**src/rtl/switch_confirm_debounce.sv**
```systemverilog
// Synchronises and debounces the confirm button and 16 DIP switches, producing a sticky
// confirmation flag and a switch value frozen while confirmation is pending. BTN_AUTOREPEAT_EN adds press auto-repeat.
module switch_confirm_debounce #(
    parameter int DEBOUNCE_CYCLES  = 1_000_000,
    parameter int SW_STABLE_CYCLES = 1_000_000,
    parameter int REPEAT_CYCLES    = 50_000_000,
    parameter int CNT_W            = 26
) (
    input  logic        clk,
    input  logic        rst,
    input  logic        btn_raw,
    input  logic [15:0] switch_raw,
    input  logic        ack,
    output logic [15:0] switch_input,
    output logic        confirmation,
    output logic        btn_level
);

    typedef enum logic [1:0] {IDLE, PRESS_CHK, HELD, REL_CHK} btn_state_t;

    localparam logic [CNT_W-1:0] DB_MAX = CNT_W'(DEBOUNCE_CYCLES - 1);
    localparam logic [CNT_W-1:0] SW_MAX = CNT_W'(SW_STABLE_CYCLES - 1);

    btn_state_t       state, state_next;
    logic [CNT_W-1:0] cnt, cnt_next;
    logic [CNT_W-1:0] scnt;
    logic [15:0]      cand;
    logic             btn_meta, btn_s;
    logic [15:0]      sw_meta, sw_s;
    logic             fsm_press_evt;
    logic             press_evt;

    always_ff @(posedge clk or negedge rst) begin
        if (!rst) begin
            btn_meta <= 1'b0;
            btn_s    <= 1'b0;
            sw_meta  <= '0;
            sw_s     <= '0;
        end else begin
            btn_meta <= btn_raw;
            btn_s    <= btn_meta;
            sw_meta  <= switch_raw;
            sw_s     <= sw_meta;
        end
    end

    always_ff @(posedge clk or negedge rst) begin
        if (!rst) begin
            state <= IDLE;
            cnt   <= '0;
        end else begin
            state <= state_next;
            cnt   <= cnt_next;
        end
    end

    always_comb begin
        state_next    = state;
        cnt_next      = cnt;
        fsm_press_evt = 1'b0;
        case (state)
            IDLE: begin
                cnt_next = '0;
                if (btn_s) state_next = PRESS_CHK;
            end
            PRESS_CHK: begin
                if (!btn_s) begin
                    state_next = IDLE;
                    cnt_next   = '0;
                end else if (cnt == DB_MAX) begin
                    state_next    = HELD;
                    cnt_next      = '0;
                    fsm_press_evt = 1'b1;
                end else begin
                    cnt_next = cnt + CNT_W'(1);
                end
            end
            HELD: begin
                cnt_next = '0;
                if (!btn_s) state_next = REL_CHK;
            end
            REL_CHK: begin
                if (btn_s) begin
                    state_next = HELD;
                    cnt_next   = '0;
                end else if (cnt == DB_MAX) begin
                    state_next = IDLE;
                    cnt_next   = '0;
                end else begin
                    cnt_next = cnt + CNT_W'(1);
                end
            end
            default: begin
                state_next = IDLE;
                cnt_next   = '0;
            end
        endcase
    end

    assign btn_level = (state == HELD) || (state == REL_CHK);

`ifdef BTN_AUTOREPEAT_EN
    localparam logic [CNT_W-1:0] RP_MAX = CNT_W'(REPEAT_CYCLES - 1);

    logic [CNT_W-1:0] rcnt;
    logic             repeat_hit;

    // Runs only across consecutive HELD cycles; any other state, or re-entry, restarts it.
    assign repeat_hit = (state == HELD) && (state_next == HELD) && (rcnt == RP_MAX);

    always_ff @(posedge clk or negedge rst) begin
        if (!rst) begin
            rcnt <= '0;
        end else if ((state == HELD) && (state_next == HELD)) begin
            rcnt <= repeat_hit ? '0 : rcnt + CNT_W'(1);
        end else begin
            rcnt <= '0;
        end
    end

    assign press_evt = fsm_press_evt | repeat_hit;
`else
    localparam int unused_repeat_cycles = REPEAT_CYCLES;

    assign press_evt = fsm_press_evt;
`endif

    // ack is a single-cycle strobe from the CPU read; a press on the same edge wins so it is not lost.
    always_ff @(posedge clk or negedge rst) begin
        if (!rst) begin
            confirmation <= 1'b0;
        end else if (press_evt) begin
            confirmation <= 1'b1;
        end else if (ack) begin
            confirmation <= 1'b0;
        end
    end

    always_ff @(posedge clk or negedge rst) begin
        if (!rst) begin
            cand         <= '0;
            scnt         <= '0;
            switch_input <= '0;
        end else if (sw_s != cand) begin
            cand <= sw_s;
            scnt <= '0;
        end else begin
            if (scnt != SW_MAX) scnt <= scnt + CNT_W'(1);
            // Frozen while a confirmation is pending so the CPU reads the value present at the press.
            if ((scnt == SW_MAX) && !confirmation) switch_input <= cand;
        end
    end

endmodule

```
**config.mk**
```make
export PLATFORM = sky130hd
export DESIGN_NAME = switch_confirm_debounce
export DESIGN_NICKNAME = d
export VERILOG_FILES = /design/src/rtl/switch_confirm_debounce.sv
export SDC_FILE = /design/constraint.sdc
export NUM_CORES = 1
export LEC_CHECK = 0
export BUFFER_PORTS_ARGS = -buffer_cell sky130_fd_sc_hd__buf_2
export CAP_MARGIN = 20
export CORE_MARGIN = 2
export CORE_UTILIZATION = 49
export DETAILED_ROUTE_END_ITERATION = 10
export GPL_TIMING_DRIVEN = 0
export HOLD_SLACK_MARGIN = 0.08
export PLACE_DENSITY = 0.7
export SKIP_CTS_REPAIR_TIMING = 1
export SYNTH_ARGS = -nofsm -noshare
export SYNTH_HDL_FRONTEND = slang
export SYNTH_SLANG_ARGS = --single-unit
```
**constraint.sdc**
```tcl
create_clock -name clk -period 2.26 [get_ports clk]
set_input_delay 0.452 -clock clk [delete_from_list [all_inputs] [get_ports clk]]
set_output_delay 0.452 -clock clk [all_outputs]
set_load 0.01 [all_outputs]
```
-- Yosys cells after proc, flatten, opt, wreduce, memory -nomap -nowiden
Cells that the tools add are included.
- equality and inequality tests: 11
- reductions and logical operators: 9
- mux-type cells: 18
- add/subtract/negate cells: 2
- bitwise gates (word level): 1
- operators by type and width (kind ; count):
    26-bit two-way mux ; 5
    26-bit one-hot mux with 3 select lines ; 1
    26-bit by 1-bit adder with 26-bit output, second input constant ; 2
    26-bit by 20-bit == test with 1-bit output, second input constant ; 2
    26-bit by 20-bit inequality test with 1-bit output, second input constant ; 1
    16-bit inequality test ; 1
    2-bit two-way mux ; 6
    2-bit one-hot mux with 4 select lines ; 1
    3-bit inequality test, second input constant ; 2
    1-bit two-way mux ; 5
    2-bit == test, second input constant ; 2
    2-bit inequality test, second input constant ; 2
    4-bit AND reduction ; 1
    2-bit nonzero test ; 2
    2-bit by 1-bit == test with 1-bit output, second input constant ; 1
    2-bit zero test ; 1
    2-bit AND reduction ; 1
    2-bit OR reduction ; 1
    1-bit logical AND ; 1
    1-bit zero test ; 1
    1-bit logical OR ; 1
    1-bit inverter ; 1
- register bits: 121
- bits of input ports: 20
- output and inout bits: 18

-- Depth between registers and ports, before layout
- depth in word-level cells: 5
- gate-level depth with buffers: 8
- gate-level depth less buffers: 6

-- Worst setup path before layout
No wires, ideal clock.
- kind: register -> register
- from: reg scnt[21]
- to: reg switch_input[10]
- path buffers: 2
- setup time: 0.125 ns
- slack: 0.043 ns
- clock period less this slack: 2.217 ns
- arrival: 2.091 ns
- cell stages (with the launch flop): 8
- path through: dfrtp_1 or4b_4 nor4_2 nand2_1 or3_1 buf_6 buf_12 mux2_4
- longest elaborated chain between the ends: 3
- RTL lines (what ; RTL line ; RTL):
    start, declared ; 26 ; logic [CNT_W-1:0] scnt;
    start signal, assigned ; 148 ; if (scnt != SW_MAX) scnt <= scnt + CNT_W'(1);
    26-bit by 20-bit == test with 1-bit output ; 150 ; if ((scnt == SW_MAX) && !confirmation) switch_input <= cand;
    1-bit logical AND ; 150 ;
    2-bit AND reduction (no source line) ; n/a ;
    end signal, assigned ; 150 ;
    end, declared ; 14 ; output logic [15:0] switch_input,
Every way passes these cells.
A chain may end at the register's enable or synchronous reset.

-- Worst setup path after layout
- from: reg scnt[8]
- to: reg switch_input[12]
The elaborated chain is that of the path after synthesis.

==> flow_summary.ini <==
[final_layout]
nNetsFinal = 522
layout-drive-gt1-share_pct = 24.4
area_growth_pct = 28.7
final_cells = 646
num_antenna_cells = 0

[synth]
synth_mux_area_share_pct = 4.89
synthSimpleGateAreaFrac_pct = 17.2
yosysMostFrequentCell = dfrtp_1
synthDistinctLibCells = 36
yosysWarnings = 0
async_flop_share_pct = 100
syn-instance-count = 406
synth_edf_count = 0
synth-seq-cells = 121
syn_nets = 428
synth-compound-area-share_pct = 1.05
synth_area_per_cell_sq_um = 12.0
synthTopCellsByCount = 121 x dfrtp_1, 58 x nor2_1, 38 x xor2_1
netlist_top_cells_area = dfrtp_1 62%, xor2_1 6.8%, xnor2_1 4.8%
synth_xor_area_share_pct = 11.6
synth_top_family_by_area = simple AND/OR/NAND/NOR gates
synth_fa_ha_area_share_pct = 0.512
ys_seq_area_share_pct = 62.0
netlist_area_sq_um = 4890
ys.flop_type = dfrtp_1
yosys.area.top_type_share_pct = 62.0
yosys.area.top_type = dfrtp_1

[route]
ant_nets = 0
num_vias = 3241
drt-total-wl_mm = 9.42
wl_per_cell_um = 14.6
drcViolationCount = 0
viasPerCell = 5.02
drt-initial-drc-count = 140
detail_route.first_pass.iterations = 4

[floorplanning]
die_w_um = 104
die_y_um = 104
io_pins = 38
start_util_pct = 50.2
die_area_sq_um = 10800
coreArea_sq_um = 9730
rows = 36

[sta]
drv_slew = 0
hold_slack_ns = 0.264
finalCritPeriodShare_pct = 101
layout_setup_ws_ns = -0.0174
fmax_mhz = 439
setup_viol_count_final = 5
relSlewSlack_pct = 56.7
finalHoldViolCount = 0
final.setup_skew_ns = 0.00694
worst_slew_pin_slew_ns = 0.645
fin_tns_setup_ns = -0.0448
rsz0062_at_grt = true
fin_crit_ns = 2.28

[global_routing]
grt_pass1_vias = 3197
grt_overflow = 0
antenna_found_initial = 0
grt_max_degree = 104
grtUsageTotal_pct = 18.0
grt_pass1_wl_mm = 15.1

[cts]
cts-buffers-inserted = 17
cts_tree = built
clock_latency_ns = 0.51
clock_sinks = 121
clkSlewWorstSetupHoldPaths_ns = 0.06
h-tree-depth = 4
clockRootBuffer = clkbuf_8
clk_path_buf_depth = 2

[setup_path]
cp.required_ns = 2.65
crit_path_start = scnt[8]
reg2regPathDepth = 7
critical_path.startpoint_type = register
setup.worst_path.end_class = register
cp_max_fo = 5
cp.arrival_ns = 2.66
rrSetupSlack_ns = -0.02
r2r-end = switch_input[12]
worstSetupPathType = register to register
r2r-start = scnt[8]

[pwr]
p_leak_uw = 0.00283
p_clk_share_pct = 53.5
p_per_area_nw_per_um2 = 818
seq_power_share_pct = 43.6
netSwitchingPower_uw = 1060
power_uw = 5140
switching_share_pct = 20.6
p_int_uw = 4080
irDropWorstVdd_uv = 456
pwr-share-comb_pct = 2.8

[worst_hold_path]
hp-class = input port to register
min_path_cells = 3
worstHoldStart = ack
min_to = confirmation

[placed_design]
dp_slack_ns = -0.246
place_inst = 578
hpwl_mm = 5.90
gp_congestion = 0.838
io_buffers = 37

[outcome]
outcome = complete, but fails checks
violations = negative setup slack

[flow_run]
maxCapViolCount = 0
## per-layer routing
layer | track usage (%) | wire length (um) | vias to the layer above
met5 | 0 | 0 | -
li1 | - | - | 1554
met3 | 6.08 | 262 | 4
met2 | 28.7 | 4970 | 56
met1 | 22.8 | 4130 | 1627
met4 | 6.95 | 63 | 0
## cell usage in the layout (no fill, tap or decap), types with 3 or more instances in the layout
cell type        n
clkinv_4         3
inv_1            3
dlygate4sd3_1   18
mux2_2           7
a21oi_1          3
nand4_1         13
mux2_4          10
nor2_1          58
nand3_1         18
buf_4           16
a21boi_0         3
and2_1           4
xor2_1          38
dfrtp_1        118
dfrtp_2          3
nor3_1          12
clkbuf_16       17
and4_1           5
nor4_2           8
buf_2           37
and3_1          10
xnor2_1         27
bufinv_16        4
clkbuf_1        23
nor4_1           3
nand2_1         18
inv_6            3
## worst max path at each step
stage                            end  slack, ns  cells past startpoint
floorplan           switch_input[10]       0.04                      7
CTS                  switch_input[6]      -0.26                      7
finish              switch_input[12]      -0.02                      7
global route        switch_input[12]      -0.09                      7
detailed placement   switch_input[6]      -0.25                      7
global placement            scnt[18]      -0.67                      1
## logic make-up (layout without fill, tap and decap cells)
family / after synthesis / count (layout)
multiplexers: 18 / 18
AO/OA/AOI/OAI: 8 / 8
adder cells (fa/ha/maj): 2 / 2
AND/OR/NAND/NOR: 162 / 162
XOR/XNOR: 65 / 65
buffers and inverters: 30 / 137
flip-flops: 121 / 121
## worst max-delay path: stages (launching register included)
cell	delay (ns)
dfrtp_1	0.40
or4_4	0.56
nor3b_2	0.19
nand2_1	0.09
or3_1	0.33
buf_6	0.15
clkbuf_16	0.16
mux2_4	0.30
## final cells by class
type / count / area (sq um)
buffer: 27 / 128
clock buffer: 19 / 422
clock inverter: 13 / 193
fill: 761 / 3440
inverter: 3 / 11.3
multi-input combinational: 255 / 1770
sequential: 121 / 3030
tap: 133 / 166
timing repair buffer: 75 / 564
## sequential cells by signal, indices dropped and copies added (netlist names), named ones only
register      count
sw_s             16
state             1
btn_meta          1
scnt             26
sw_meta          16
confirmation      1
cnt              26
btn_s             1
cand             16
switch_input     16
## power groups by stage
stage | registers, uW | clock network (uW) | logic (uW)
2_1_floorplan | 2270 | 0 | 39.0
3_3_place_gp | 2280 | 0 | 107
3_5_place_dp | 2280 | 0 | 117
4_1_cts | 2240 | 2820 | 118
5_1_grt | 2250 | 2930 | 166
6_report | 2240 | 2750 | 146
## through the flow
step	area [sq um]	util (%)
finish	6290	64.6
global placement	5240	53.8
detailed placement	5280	54.2
floorplan	4890	-
global route	6290	64.6
CTS	5890	60.6
No activity file was read; power rests on OpenSTA's default activity.
